[config.mk]
export PLATFORM = sky130hd
export DESIGN_NAME = mem_xfer_sequencer_flat
export DESIGN_NICKNAME = d
export VERILOG_FILES = /design/src/rtl/mem_xfer_sequencer_if.sv /design/src/rtl/mem_xfer_sequencer.sv /design/src/flat_wrapper.sv
export SDC_FILE = /design/constraint.sdc
export NUM_CORES = 1
export LEC_CHECK = 0
export CORE_MARGIN = 1.5
export CORE_UTILIZATION = 35
export CTS_BUF_LIST = sky130_fd_sc_hd__clkbuf_8
export DETAILED_ROUTE_END_ITERATION = 8
export SLEW_MARGIN = 20
export SYNTH_ARGS = -nofsm -noshare
export SYNTH_HDL_FRONTEND = slang
export SYNTH_SLANG_ARGS = --single-unit
[constraint.sdc]
create_clock -name clock -period 3.2 [get_ports clock]
set_input_delay 0.32 -clock clock [delete_from_list [all_inputs] [get_ports clock]]
set_output_delay 0.32 -clock clock [all_outputs]
set_load 0.01 [all_outputs]
[src/rtl/mem_xfer_sequencer_if.sv]
// Bus bundle between mem_xfer_sequencer and its RAMs/producer environment.
// The abort/aborted pair exists only when MEM_XFER_ABORT_EN is defined.
interface mem_xfer_sequencer_if #(
  parameter int AW = 3,
  parameter int DW = 8
);
  // start is a level sampled only while the sequencer is idle; there is no
  // ready return: a start seen while busy is dropped, never queued.
  logic          start;
  logic [DW-1:0] threshold;
  logic [DW-1:0] rdata_a;
  logic [AW-1:0] addr_a;
  logic          wea;
  logic [AW-1:0] addr_b;
  logic          web;
  logic          busy;
  logic          done;
  logic [AW:0]   count_b;
`ifdef MEM_XFER_ABORT_EN
  logic          abort;
  logic          aborted;
`endif

  modport master (
`ifdef MEM_XFER_ABORT_EN
    input  abort,
    output aborted,
`endif
    input  start, threshold, rdata_a,
    output addr_a, wea, addr_b, web, busy, done, count_b
  );

  modport slave (
`ifdef MEM_XFER_ABORT_EN
    output abort,
    input  aborted,
`endif
    output start, threshold, rdata_a,
    input  addr_a, wea, addr_b, web, busy, done, count_b
  );
endinterface

[src/rtl/mem_xfer_sequencer.sv]
// Fill memory A from the producer, then copy words below a threshold into B.
// Optional abort support is compiled in with MEM_XFER_ABORT_EN.
module mem_xfer_sequencer #(
  parameter int DEPTH = 8,
  parameter int AW    = 3,
  parameter int DW    = 8
) (
  input  logic                  clock,
  input  logic                  Reset,
  mem_xfer_sequencer_if.master  bus,
  output logic [2:0]            state_dbg
);

  localparam logic [AW-1:0] LAST = AW'(DEPTH - 1);

  typedef enum logic [2:0] {
    S_IDLE = 3'd0,
    S_FILL = 3'd1,
    S_READ = 3'd2,
    S_EVAL = 3'd3,
    S_DONE = 3'd4
  } state_t;

  state_t        state_q, state_d;
  logic [AW-1:0] addr_a_q, addr_b_q;
  logic [AW:0]   count_b_q;
  logic [DW-1:0] thr_q;
  logic          keep;
  logic          abort_req;

`ifdef MEM_XFER_ABORT_EN
  logic aborted_q;
  assign abort_req   = bus.abort && (state_q inside {S_FILL, S_READ, S_EVAL});
  assign bus.aborted = aborted_q;
`else
  assign abort_req = 1'b0;
`endif

  // rdata_a reflects the address presented during the preceding READ cycle.
  assign keep = (state_q == S_EVAL) && (bus.rdata_a < thr_q);

  always_ff @(posedge clock) begin
    if (Reset) state_q <= S_IDLE;
    else       state_q <= state_d;
  end

  always_comb begin
    state_d = state_q;
    case (state_q)
      S_IDLE: if (bus.start) state_d = S_FILL;
      S_FILL: if (addr_a_q == LAST) state_d = S_READ;
      S_READ: state_d = S_EVAL;
      S_EVAL: state_d = (addr_a_q == LAST) ? S_DONE : S_READ;
      S_DONE: state_d = S_IDLE;
      default: state_d = S_IDLE;
    endcase
    if (abort_req) state_d = S_DONE;
  end

  always_comb begin
    bus.wea  = (state_q == S_FILL);
    bus.web  = keep;
    bus.busy = (state_q != S_IDLE);
    bus.done = (state_q == S_DONE);
  end

  always_ff @(posedge clock) begin
    if (Reset) begin
      addr_a_q  <= '0;
      addr_b_q  <= '0;
      count_b_q <= '0;
      thr_q     <= '0;
`ifdef MEM_XFER_ABORT_EN
      aborted_q <= 1'b0;
`endif
    end else begin
      case (state_q)
        S_IDLE: if (bus.start) begin
          addr_a_q  <= '0;
          addr_b_q  <= '0;
          count_b_q <= '0;
          thr_q     <= bus.threshold;
`ifdef MEM_XFER_ABORT_EN
          aborted_q <= 1'b0;
`endif
        end
        S_FILL: addr_a_q <= (addr_a_q == LAST) ? '0 : addr_a_q + 1'b1;
        S_EVAL: begin
          // addr_b wraps naturally, so an all-keep run leaves it at 0.
          if (keep) begin
            addr_b_q  <= addr_b_q + 1'b1;
            count_b_q <= count_b_q + 1'b1;
          end
          if (addr_a_q != LAST) addr_a_q <= addr_a_q + 1'b1;
        end
        default: ;
      endcase
`ifdef MEM_XFER_ABORT_EN
      if (abort_req) aborted_q <= 1'b1;
`endif
    end
  end

  assign bus.addr_a  = addr_a_q;
  assign bus.addr_b  = addr_b_q;
  assign bus.count_b = count_b_q;
  assign state_dbg   = state_q;

endmodule

[src/flat_wrapper.sv]
// flat-port wrapper written by rule: the top's interface ports become plain ports
module mem_xfer_sequencer_flat 
#(
  parameter int DEPTH = 8,
  parameter int AW    = 3,
  parameter int DW    = 8
)
  (clock, Reset, state_dbg, bus_start, bus_threshold, bus_rdata_a, bus_addr_a, bus_wea, bus_addr_b, bus_web, bus_busy, bus_done, bus_count_b);
  mem_xfer_sequencer_if #(.AW(AW), .DW(DW)) bus_i ();
  input  logic clock;
  input  logic Reset;
  output logic [2:0] state_dbg;
  input wire logic [$bits(bus_i.start)-1:0] bus_start;
  input wire logic [$bits(bus_i.threshold)-1:0] bus_threshold;
  input wire logic [$bits(bus_i.rdata_a)-1:0] bus_rdata_a;
  output wire logic [$bits(bus_i.addr_a)-1:0] bus_addr_a;
  output wire logic [$bits(bus_i.wea)-1:0] bus_wea;
  output wire logic [$bits(bus_i.addr_b)-1:0] bus_addr_b;
  output wire logic [$bits(bus_i.web)-1:0] bus_web;
  output wire logic [$bits(bus_i.busy)-1:0] bus_busy;
  output wire logic [$bits(bus_i.done)-1:0] bus_done;
  output wire logic [$bits(bus_i.count_b)-1:0] bus_count_b;
  assign bus_i.start = bus_start;
  assign bus_i.threshold = bus_threshold;
  assign bus_i.rdata_a = bus_rdata_a;
  assign bus_addr_a = bus_i.addr_a;
  assign bus_wea = bus_i.wea;
  assign bus_addr_b = bus_i.addr_b;
  assign bus_web = bus_i.web;
  assign bus_busy = bus_i.busy;
  assign bus_done = bus_i.done;
  assign bus_count_b = bus_i.count_b;
  mem_xfer_sequencer #(.DEPTH(DEPTH), .AW(AW), .DW(DW)) u_core (.clock(clock), .Reset(Reset), .bus(bus_i), .state_dbg(state_dbg));
endmodule
==> run metrics <==
total leakage power=0.5955 nW; final setup TNS=0 ns; Max-cap violations=0; min-delay src=u_core.thr_q[5]; worst slew pin tran=0.7793 ns; Reg-to-Reg End=u_core.bus.count_b[3]; crit path launch type=input port; die width=59.82 um; CTS Buf Count=3; HPWL after detailed placement=1.923 mm; RSZ-0062 raised after global routing=no; Crit. End Element=primary output; length of routed wiring on met1=1.177 mm; clk_skew=0.007743 ns; final hold vios=0; Synth area leaders=dfxtp_1 37%, ha_1 12%, a21oi_1 7.1%, nand2_1 6.6%, inv_1 2.7%; fillers=321; Antenna Nets Post-Route=0; period utilization=0.8716; critical path type=input port to primary output; All-Layer GR Usage=0.1563; drt initial violations=27; Final Max Tran Viols=0; CP Cell Sequence=clkdlybuf4s50_1, ha_1, a21o_1, a2111oi_4, o21ai_2, clkinv_2, clkdlybuf4s50_1; die area=3578 um2; Max Buffers Root-to-Sink=2; worst reg-to-reg path cell count=8; row cnt=20; vias in the first global route=933; Hold Crit Endpoint=u_core.thr_q[5]; Hold Crit Depth=2; DP Area=1509 um2; cell count after synthesis=130; Post-CTS Resized=0; met2 wire length=1.197 mm; Worst path slowest cell=clkdlybuf4s50_1; critical path required time=2.88 ns; post-CTS setup buffer count=0; Reg2Reg Setup Slack=1.18 ns; n_diodes=0; distinct cell type count after synthesis=35; Critical Path Most Common Cell=clkdlybuf4s50_1; Core Area=3053 um2; Max Used Layer=met4; Largest stage delay, worst path=0.55 ns; Relative slew margins=0.4788; clk_lat worst skew=0.26 ns; Yosys top cell by area=dfxtp_1; DRC viols=0; Detail Route met3 WL=101 um; Synth Net Count=160; Syn Area/Cell=8.691 um2; routed vias=1002; GRT Residual Overflow=0; largest net degree at the start of global routing=22; WL final=2.515 mm; initial antenna violation count=0; Pre-antenna DRT Iters=4; DIE HEIGHT=59.82 um; power per cell area=343.7 nW/um2; Routed WL per cell=12.15 um; Layout area overhead=37.87%; hold-fix buffers at CTS=0; H-tree depth=1; sequential share of the synthesized area=0.3721; CP Max Fanout=8; Peak supply drop=0.0002275 V; design area=1558 um2; CTS tree=yes; CP arrival=2.47 ns; final worst path period need=2.789 ns; layout cells sized above 1=0.07362; yosys synthesis warning count=0; # port buffers=35; post-synthesis register bit count=21; io pins=36; clock sink count=21; Root Buffer=clkbuf_8; Final Setup Violations=0; post-synth top area share=0.3721; vias per cell=4.841; clock transition at the registers of the reported paths=0.08 ns; Hold Crit Class=register to register; Initial Utilization=0.3701; first-pass GRT wire length=4.195 mm; Worst R2R Start=u_core.thr_q[6]; global placement routability congestion=0.7838; Final nets=194; outcome=complete, no violations; Achievable Freq=358.5 MHz; post-synthesis cell area=1130 um2
==> placed cells by master, fill, tap and decap left out, drive strengths merged, types with 3 or more instances in the layout <==
| master | synthesis | routed |
|---|---|---|
| nand3 | 4 | 4 |
| nand2b | 4 | 4 |
| inv | 8 | 8 |
| ha | 11 | 11 |
| clkbuf | 4 | 3 |
| dfxtp | 21 | 21 |
| o21a | 3 | 3 |
| nor2 | 5 | 5 |
| clkdlybuf4s50 | 0 | 35 |
| o21ai | 3 | 3 |
| nand2 | 20 | 20 |
| nor3 | 4 | 4 |
| a21oi | 16 | 16 |
==> Yosys cell counts (all sizes together) <==
cell type  count
and2           2
a21o           1
nand2b         4
a41oi          1
or2            1
ha            11
nand2         20
nand3b         1
nand4          2
a311oi         1
a22oi          1
a211oi         2
clkinv         1
nor2b          2
a31o           1
inv            8
buf            2
nor3b          2
nand3          4
o21ai          3
xor2           1
and4           2
dfxtp         21
nor3           4
o21a           3
mux2i          1
nor2           5
a2111oi        2
a21oi         16
clkbuf         4
o31ai          1
==> cell families (layout without fill, tap and decap cells) <==
family	after synthesis	in the layout	synth area share
compound gates	32	32	0.2093
xor+xnor	1	1	0.007753
fa+ha+maj	11	11	0.1218
buf+inv	15	48	0.05426
flops	21	21	0.3721
mux	1	1	0.008860
simple gates	49	49	0.2259
==> final cells by class <==
| type | count | area, um2 | area share |
|---|---|---|---|
| Clock buffer | 3 | 41.29 | 0.02651 |
| Multi-Input combinational cell | 94 | 648.1 | 0.4161 |
| Inverter | 9 | 35.03 | 0.02249 |
| Timing Repair Buffer | 35 | 350.3 | 0.2249 |
| Sequential cell | 21 | 420.4 | 0.2699 |
| Tap cell | 44 | 55.05 | 0.03534 |
| Clock inverter | 1 | 7.507 | 0.004819 |
==> how the worst max path moves through the flow <==
stage | startpoint | endpoint | cells after the start | slack [ns]
2_1_floorplan | u_core.thr_q[6] | u_core.bus.count_b[3] | 8 | 1.32
3_3_place_gp | bus_rdata_a[6] | bus_web | 7 | 0.45
5_1_grt | bus_rdata_a[6] | bus_web | 7 | 0.34
4_1_cts | bus_rdata_a[6] | bus_web | 7 | 0.40
3_5_place_dp | bus_rdata_a[6] | bus_web | 7 | 0.41
6_report | bus_rdata_a[6] | bus_web | 7 | 0.41
==> through the flow <==
stage	hold slack, ns	util	setup slack [ns]	cells	power (mW)
3_3_place_gp	0.4445	0.4943	0.4543	203	0.3629
4_1_cts	0.4609	0.5102	0.3976	207	0.5395
2_1_floorplan	0.3879	-	1.324	130	0.3258
6_report	0.4608	0.5102	0.4109	207	0.5354
5_1_grt	0.4893	0.5102	0.3351	207	0.5671
3_5_place_dp	0.4493	0.4943	0.4075	203	0.3657
==> metal layers <==
metal / up-vias / global-route usage
met4: 0 / 0.06667
met3: 5 / 0.04113
met1: 456 / 0.2077
met5: - / 0
met2: 20 / 0.2376
li1: 521 / -
==> state kept, by name, summed over array words and instances (netlist names) <==
signal              cells
u_core.state_dbg        3
u_core.thr_q            8
u_core.bus.addr_b       3
u_core.bus.addr_a       3
u_core.bus.count_b      4
==> power breakdown <==
part,internal [mW],switching [mW]
clock,0.0879,0.0884
sequential,0.269,0.00686
combinational,0.0447,0.0383
==> worst max-delay path: cells and delay by family <==
kind,cells,cell delay [ns]
compound gates,3,0.71
fa+ha+maj,1,0.32
buf+inv,3,1.10
Note: power is estimated with default switching activity, not from simulation.
